### src/rtl/ringosc_fcal.sv
// Ring-oscillator frequency calibration: SAR search of the supply DAC code, then hold or +/-1 LSB tracking.
// Latency: SETTLE+WIN+1 cycles per measurement; done pulses NBIT measurements after start acceptance.
// Backpressure: none; start is ignored while busy, osc_tick is counted every COUNT cycle it is high.
module ringosc_fcal #(
   parameter int NBIT   = 6,
   parameter int CNTW   = 16,
   parameter int WIN    = 1024,
   parameter int SETTLE = 64,
   parameter int TOL    = 8
) (
   input  logic            clk,
   input  logic            rst,
   input  logic            start,
   input  logic            track_en,
   input  logic [CNTW-1:0] target,
   input  logic            osc_tick,
   output logic [NBIT-1:0] code,
   output logic            busy,
   output logic            done,
   output logic            lock,
   output logic [CNTW-1:0] count
);

   localparam int BW = (NBIT > 1) ? $clog2(NBIT) : 1;
   localparam logic [NBIT-1:0]   CODE_MSB = NBIT'(1) << (NBIT - 1);
   localparam logic [NBIT-1:0]   CODE_MAX = '1;
   localparam logic [CNTW-1:0]   CNT_MAX  = '1;
   localparam logic [BW-1:0]     BIT_TOP  = BW'(NBIT - 1);
   localparam logic [31:0]       SET_LAST = 32'(SETTLE - 1);
   localparam logic [31:0]       WIN_LAST = 32'(WIN - 1);
   localparam logic signed [CNTW:0] TOLS  = (CNTW + 1)'(TOL);

   typedef enum logic [2:0] {
      S_IDLE, S_SETTLE, S_COUNT, S_DECIDE, S_HOLD, S_TRACK
   } state_t;

   state_t                 state, nstate;
   logic                   trk;        // measurement loop is tracking, not searching
   logic [BW-1:0]          bidx;       // trial bit of the SAR search
   logic [CNTW-1:0]        tgt;        // latched target
   logic [CNTW-1:0]        cnt;        // tick counter of the current window
   logic [31:0]            tmr;        // cycle timer for SETTLE and COUNT phases
   logic                   accept;
   logic signed [CNTW:0]   diff;       // cnt - tgt without wrap at either end
   logic                   in_band;
   logic [NBIT-1:0]        code_nxt;

   // start is honoured in any state where no search is running
   assign accept  = start & ~busy;
   assign diff    = $signed({1'b0, cnt}) - $signed({1'b0, tgt});
   assign in_band = (diff <= TOLS) && (diff >= -TOLS);

   // code to apply on the edge leaving DECIDE: SAR bit resolution or a saturating tracking step
   always_comb begin
      code_nxt = code;
      if (!trk) begin
         if (cnt > tgt) code_nxt[bidx] = 1'b0;
         if (bidx != '0) code_nxt[bidx - 1'b1] = 1'b1;
      end else if (diff < -TOLS) begin
         if (code != CODE_MAX) code_nxt = code + 1'b1;
      end else if (diff > TOLS) begin
         if (code != '0) code_nxt = code - 1'b1;
      end
   end

   // state register
   always_ff @(posedge clk) begin
      if (rst) state <= S_IDLE;
      else     state <= nstate;
   end

   // next-state logic; an accepted start always restarts the search from SETTLE
   always_comb begin
      nstate = state;
      if (accept) begin
         nstate = S_SETTLE;
      end else begin
         case (state)
            S_IDLE:   nstate = S_IDLE;
            S_SETTLE: if (tmr == SET_LAST) nstate = S_COUNT;
            S_COUNT:  if (tmr == WIN_LAST) nstate = S_DECIDE;
            S_DECIDE: begin
               if (!trk) begin
                  if (bidx != '0)   nstate = S_SETTLE;
                  else if (track_en) nstate = S_TRACK;
                  else               nstate = S_HOLD;
               end else begin
                  nstate = track_en ? S_SETTLE : S_HOLD;
               end
            end
            S_HOLD:   if (track_en) nstate = S_SETTLE;
            S_TRACK:  nstate = track_en ? S_SETTLE : S_HOLD;
            default:  nstate = S_IDLE;
         endcase
      end
   end

   // datapath: timers, tick counter, code, and the registered status outputs
   always_ff @(posedge clk) begin
      if (rst) begin
         code  <= CODE_MSB;
         busy  <= 1'b0;
         done  <= 1'b0;
         lock  <= 1'b0;
         count <= '0;
         bidx  <= BIT_TOP;
         tgt   <= '0;
         cnt   <= '0;
         tmr   <= '0;
         trk   <= 1'b0;
      end else begin
         done <= 1'b0;
         if (accept) begin
            tgt  <= target;
            code <= CODE_MSB;
            busy <= 1'b1;
            bidx <= BIT_TOP;
            trk  <= 1'b0;
            lock <= 1'b0;
            tmr  <= '0;
         end else begin
            case (state)
               S_SETTLE: begin
                  if (tmr == SET_LAST) begin
                     tmr <= '0;
                     cnt <= '0;
                  end else begin
                     tmr <= tmr + 32'd1;
                  end
               end
               S_COUNT: begin
                  tmr <= (tmr == WIN_LAST) ? '0 : tmr + 32'd1;
                  if (osc_tick && cnt != CNT_MAX) cnt <= cnt + 1'b1;
               end
               S_DECIDE: begin
                  count <= cnt;
                  lock  <= in_band;
                  code  <= code_nxt;
                  tmr   <= '0;
                  if (!trk) begin
                     if (bidx != '0) begin
                        bidx <= bidx - 1'b1;
                     end else begin
                        done <= 1'b1;
                        busy <= 1'b0;
                        trk  <= track_en;
                     end
                  end else if (track_en) begin
                     tgt <= target;
                  end
               end
               S_HOLD: begin
                  if (track_en) begin
                     tgt <= target;
                     trk <= 1'b1;
                     tmr <= '0;
                  end
               end
               S_TRACK: begin
                  tgt <= target;
                  trk <= 1'b1;
                  tmr <= '0;
               end
               default: ;
            endcase
         end
      end
   end

endmodule
### config.mk
export PLATFORM = sky130hd
export DESIGN_NAME = ringosc_fcal
export DESIGN_NICKNAME = d
export VERILOG_FILES = /design/src/rtl/ringosc_fcal.sv
export SDC_FILE = /design/constraint.sdc
export NUM_CORES = 1
export LEC_CHECK = 0
export CORE_MARGIN = 10
export CORE_UTILIZATION = 58
export DETAILED_ROUTE_END_ITERATION = 12
export GPL_ROUTABILITY_DRIVEN = 0
export HOLD_SLACK_MARGIN = 0.15
export PLACE_DENSITY = 0.8
export SLEW_MARGIN = 20
export SYNTH_ARGS = -nofsm -noshare
export SYNTH_HDL_FRONTEND = slang
export SYNTH_SLANG_ARGS = --single-unit
export TNS_END_PERCENT = 30
### constraint.sdc
create_clock -name clk -period 5.1 [get_ports clk]
set_input_delay 0.51 -clock clk [delete_from_list [all_inputs] [get_ports clk]]
set_output_delay 0.51 -clock clk [all_outputs]
set_load 0.01 [all_outputs]
# Word-level counts from Yosys, hierarchy flattened

Cells that the tools add are included.

Reductions and logical operators: 24
Muxes and demuxes: 41
$lt $le $gt $ge: 9
Eq/ne operators: 22
Bitwise gates (word level): 8
Add/sub/neg operators: 6

Operators by type and width:

| kind                                                                               | count |
|---|---|
| 32-bit one-hot mux with 4 select lines                                             | 1 |
| 32-bit 2-to-1 mux                                                                  | 3 |
| 16-bit 2-to-1 mux                                                                  | 5 |
| 6-bit 2-to-1 mux                                                                   | 8 |
| 16-bit one-hot mux with 3 select lines                                             | 1 |
| 32-bit by 1-bit adder with 32-bit output (second input constant)                   | 1 |
| 32-bit by 10-bit equality test with 1-bit output (second input constant)           | 1 |
| 32-bit by 6-bit equality test with 1-bit output (second input constant)            | 1 |
| 16-bit one-hot mux with 2 select lines                                             | 1 |
| 3-bit 2-to-1 mux                                                                   | 6 |
| 17-bit by 4-bit >= comparator with 1-bit output (second input constant)            | 1 |
| 17-bit by 5-bit > comparator with 1-bit output (second input constant)             | 1 |
| 17-bit by 5-bit less-or-equal comparator with 1-bit output (second input constant) | 1 |
| 17-bit by 4-bit < comparator with 1-bit output (second input constant)             | 1 |
| 16-bit by 16-bit subtractor with 17-bit output                                     | 1 |
| 16-bit by 1-bit adder with 16-bit output (second input constant)                   | 1 |
| 16-bit > comparator                                                                | 1 |
| 16-bit inequality test (second input constant)                                     | 1 |
| 3-bit one-hot mux with 5 select lines                                              | 1 |
| 1-bit 2-to-1 mux                                                                   | 12 |
| 3-bit inequality test (second input constant)                                      | 4 |
| 3-bit AND reduction                                                                | 4 |
| 2-bit inequality test (second input constant)                                      | 5 |
| 3-bit by 4-bit < comparator with 1-bit output (second input constant)              | 2 |
| other kinds (27)                                                                   | 46 |

Register bits after elaboration: 96
Word-level logic and storage cells: 122
Input bits: 21
Output and inout port bits: 25

# Logic depth before layout (Yosys ltp)

Gate-level depths: netlist (run 1).

Word-level depth: 11
Mapped depth: 20
Depth with buffers taken out: 18

# Worst setup path before layout (run 1)

No wires, ideal clock.

Path type: register to register
From: register cnt[0]
To: register code[4]
Arrival: 3.898 ns
Data required time: 5.040 ns
Period minus slack after synthesis: 3.958 ns
Setup time: 0.060 ns
Path slack: 1.142 ns
Cell stages (with the launch flop): 19
Path buffers: 2
Cell sequence: dfxtp_1 -> inv_1 -> ha_1 -> inv_1 -> fa_1 -> a21o_1 -> a221oi_4 -> xor2_1 -> nor3b_1 -> nand4b_1 -> or4_1 -> buf_2 -> and2_4 -> buf_6 -> xnor2_1 -> ha_1 -> or4_1 -> nand4_1 -> a32o_2

Longest elaborated chain between the ends: 6
Elaborated cells between the ends (all ways): 14
Classes of those cells: add/sub: 1; order compare: 3; eq/ne: 3; mux: 5; bitwise: 1; reduce/logical: 1

RTL lines:

| item                                                                                   | RTL line | source |
|---|---|---|
| start: declaration                                                                     | 41       | `logic [CNTW-1:0] cnt;` |
| start signal: assignment                                                               | 133      | `if (osc_tick && cnt != CNT_MAX) cnt <= cnt + 1'b1;` |
| branches (longest 6 deep; another with 16-bit by 16-bit subtractor with 17-bit output) | -        |  |
| end signal: assignment                                                                 | 138      | `code <= code_nxt;` |
| end: declaration                                                                       | 17       | `output logic [NBIT-1:0] code,` |

Several ways; the timed one is not identified. The select of a mux whose other input is x is not followed.
A chain may end at the register's enable or synchronous reset.

# Worst setup path in the final report (run 1)

Same ends and word-level chain as after synthesis.

==> flow_metrics.env, run 1 <==
export IMPL_max_freq_mhz=229
export IMPL_postSynthCellCount=732
export IMPL_synthMuxAreaShare_pct=1.47
export IMPL_final_cell_mix="nor2_1 (124), dfxtp_1 (96), nand2_1 (82), a21oi_1 (59), clkdlybuf4s50_1 (45)"
export IMPL_hold_path_startpoint="count[3]$_SDFFE_PP0P_"
export IMPL_grt_pass1_wl_um=23500
export IMPL_r2r_end="code[4]$_SDFFE_PP0P_"
export IMPL_mostFrequentLayoutCell="nor2_1"
export IMPL_crit_path_top_delay_cell="or4_1"
export IMPL_r2r_start="cnt[0]$_SDFFE_PP0P_"
export IMPL_period_needed_ns=4.37
export IMPL_ant_nets=0
export IMPL_drcViolationCount=0
export IMPL_crit_fanout=7
export IMPL_antennaDiodeCount=0
export IMPL_slew_violations=0
export IMPL_synthXorXnorAreaFrac_pct=8.45
export IMPL_r2r_slack_ns=0.73
export IMPL_vias=5185
export IMPL_root_buffer="clkbuf_8"
export IMPL_htreeDepth=3
export IMPL_setup_tns_final_ns=0
export IMPL_clkSlewWorstSetupHoldPaths_ns=0.10
export IMPL_grt_pass1_vias=4848
export IMPL_synth_edf_count=0
export IMPL_synth_seq_cells=96
export IMPL_core_mm2=0.00933
export IMPL_synthAdderAreaFrac_pct=5.27
export IMPL_rows=35
export IMPL_synth_avg_cell_area_um2=7.65
export IMPL_fp_dieW_um=118
export IMPL_ys_flop_type="dfxtp_1"
export IMPL_max_stage_delay_ns=0.62
export IMPL_netlist_area_mm2=0.00560
export IMPL_crit_path_start_kind="flip-flop"
export IMPL_antenna_found_initial=0
export IMPL_nets=802
export IMPL_cts_tree="yes"
export IMPL_wl_per_cell_um=15.4
export IMPL_crit_chain="inv_1 -> ha_1 -> inv_1 -> fa_1 -> a21o_1 -> a221oi_4 -> xor2_1 -> nor3b_1 -> nand4b_1 -> or4_1 -> and2_4 -> xnor2_1 -> ha_1 -> nand3_1 -> o221ai_1 -> nand4_1 -> a32o_2"
export IMPL_setup_viol=0
export IMPL_detail_route_wirelength_um=13700
export IMPL_cts_setup_buffers=0
export IMPL_cts_made_buffers=9
export IMPL_synth_nets=776
export IMPL_finalHoldViolCount=0
export IMPL_first_pass_iters=7
export IMPL_hold_path_depth=2
export IMPL_async_flop_share_pct=0
export IMPL_hp_class="flip-flop to flip-flop"
export IMPL_status="complete, no violations"
export IMPL_synth_compound_area_share_pct=17.3
export IMPL_overflow=0
export IMPL_rsz0062_at_grt="no"
export IMPL_leakagePower_nw=2.37
export IMPL_die_area_mm2=0.0140
export IMPL_yosysWarnings=0
export IMPL_ys_seq_area_share_pct=34.3
export IMPL_insertion_delay_ns=0.37
export IMPL_drive_above_1_share_pct=4.85
export IMPL_cts_sinks=96
export IMPL_grt_max_degree=38
export IMPL_io_pins=46
export IMPL_finalPower_mw=1.55
export IMPL_worst_pin_slew_ns=1.08
export IMPL_critPathTopFamily="simple AND/OR/NAND/NOR gates"
export IMPL_critPathCaptureType="flip-flop"
export IMPL_post_dp_cell_area_mm2=0.00611
export IMPL_path_class="flip-flop to flip-flop"
export IMPL_arrival_ns=4.63
export IMPL_maxCapViolations=0
export IMPL_dieHeight_um=118
export IMPL_cts_hold_buffers=0
export IMPL_avgViaCountPerCell=5.81
export IMPL_required_ns=5.36
export IMPL_first_iter_violations=434
export IMPL_synth_simple_area_share_pct=28.6
export IMPL_track_usage_pct=19.3
export IMPL_clock_path_buffers=2
export IMPL_ir_drop_uv=133
export IMPL_synth_top_family_by_area="simple AND/OR/NAND/NOR gates"
export IMPL_r2r_cells=17
export IMPL_syn2layout_area_growth_pct=13.1
export IMPL_p_per_area_mw_per_mm2=244
export IMPL_worstHoldEndpoint="count[3]$_SDFFE_PP0P_"
export IMPL_cts_resized=0
export IMPL_finalCritPeriodShare_pct=85.7
export IMPL_dp_hpwl_um=9990
export IMPL_crit_buf_inv=2
export IMPL_relSlewSlack_pct=27.7
export IMPL_synth_cell_types=69
export IMPL_skew_ns=0.0162
export IMPL_initial_utilization_pct=60.0
export IMPL_numPortBuffers=45
export IMPL_fin_area_mm2=0.00633
## flip-flops by register name (all words and copies together), names as in the netlist, 3 cells and up
register  cells
tgt          16
bidx          3
state         3
cnt          16
code          6
count        16
tmr          32
## through the flow
| stage | util, % | hold slack [ns] | instances | setup WS [ns] |
|---|---|---|---|---|
| 3_5_place_dp | 65.5 | 0.449 | 876 | 0.864 |
| 6_report | 67.9 | 0.462 | 892 | 0.731 |
| 4_1_cts | 67.9 | 0.468 | 892 | 0.802 |
| 5_1_grt | 67.9 | 0.482 | 892 | 0.417 |
| 2_1_floorplan | - | 0.462 | 732 | 1.14 |
| 3_3_place_gp | 65.5 | 0.445 | 876 | 1.05 |
## cells in the mapped netlist, types with 3 or more instances
cell type,instances,share of area [%]
xnor2_1,19,3.0
xor2_1,35,5.5
o21a_1,4,0.54
or4_1,4,0.54
nor2_1,124,8.3
o211ai_1,5,0.67
and3_1,11,1.2
nor2b_1,6,0.67
a21o_1,6,0.80
and4_1,5,0.78
o21bai_1,3,0.40
nor4_1,9,1.0
clkbuf_1,23,1.5
buf_2,6,0.54
nand2_1,82,5.5
nor3_1,21,1.9
ha_1,22,4.9
a21oi_1,59,5.3
inv_1,32,2.1
mux2i_1,6,1.1
o21ai_1,3,0.27
nor3b_1,3,0.40
a31oi_1,7,0.78
and2_1,6,0.67
o21ai_0,19,1.7
nand4_1,18,2.0
dfxtp_1,96,34
or3_1,5,0.56
nand2b_1,6,0.67
nand3_1,29,2.6
a211oi_1,4,0.54
## cell families (layout without fill, tap and decap cells)
group,Yosys count,after routing
muxes,8,8
buffers and inverters,64,95
and+or+nand+nor,340,340
DFF,96,96
xor gates and xnor gates,54,54
AOI/OAI and AO/OA,147,147
adders and majority gates,23,23
## worst min-delay path, cell delays in order (launching register included)
cell and delay [ns]:
dfxtp_1 0.32, nand2_1 0.05, a21oi_1 0.05
## area by class of cell
class / count / area [um^2]
fill: 801 / 2990
sequential: 96 / 1920
tap: 129 / 161
clock buffer: 10 / 138
inverter: 32 / 120
multi-input combinational: 572 / 3440
clock inverter: 6 / 85.1
timing repair buffer: 47 / 465
## how the worst max path moves through the flow
| stage | to | cells after the start | slack [ns] | from |
|---|---|---|---|---|
| 2_1_floorplan | code[4]$_SDFFE_PP0P_ | 18 | 1.14 | cnt[0]$_SDFFE_PP0P_ |
| 3_3_place_gp | code[4]$_SDFFE_PP0P_ | 16 | 1.05 | cnt[0]$_SDFFE_PP0P_ |
| 3_5_place_dp | code[4]$_SDFFE_PP0P_ | 17 | 0.86 | cnt[0]$_SDFFE_PP0P_ |
| 4_1_cts | code[4]$_SDFFE_PP0P_ | 17 | 0.80 | cnt[0]$_SDFFE_PP0P_ |
| 5_1_grt | code[4]$_SDFFE_PP0P_ | 17 | 0.42 | cnt[0]$_SDFFE_PP0P_ |
| 6_report | code[4]$_SDFFE_PP0P_ | 17 | 0.73 | cnt[0]$_SDFFE_PP0P_ |
## routing by layer
metal	vias up	GRT usage, %	routed length, um
met3	23	3.95	763
met4	0	5.72	255
li1	2608	-	-
met5	-	0	0
met2	145	31.4	6460
met1	2409	25.2	6270
## power breakdown
group	total [mW]	internal, mW	switching (mW)	leakage (nW)
clock	0.553	0.253	0.300	0.110
combinational	0.225	0.0947	0.130	1.48
sequential	0.767	0.760	0.00718	0.776
(Power assumes the default switching activity.)
==> run 2: changes to the inputs <==
--- a/config.mk
+++ b/config.mk
@@ -9,7 +9,7 @@
 export CORE_UTILIZATION = 58
 export DETAILED_ROUTE_END_ITERATION = 12
 export GPL_ROUTABILITY_DRIVEN = 0
-export HOLD_SLACK_MARGIN = 0.15
+export HOLD_SLACK_MARGIN = 0.03
 export PLACE_DENSITY = 0.8
 export SLEW_MARGIN = 20
 export SYNTH_ARGS = -nofsm -noshare
==> results of run 2 <==
Final layout, timing and power as in run 1 (identical DEF).
==> run 3: changes to the inputs <==
--- a/config.mk
+++ b/config.mk
@@ -11,6 +11,7 @@
 export GPL_ROUTABILITY_DRIVEN = 0
 export HOLD_SLACK_MARGIN = 0.03
 export PLACE_DENSITY = 0.8
+export SKIP_LAST_GASP = 1
 export SLEW_MARGIN = 20
 export SYNTH_ARGS = -nofsm -noshare
 export SYNTH_HDL_FRONTEND = slang
==> results of run 3 <==
Final layout, timing and power as in run 1 (identical DEF).
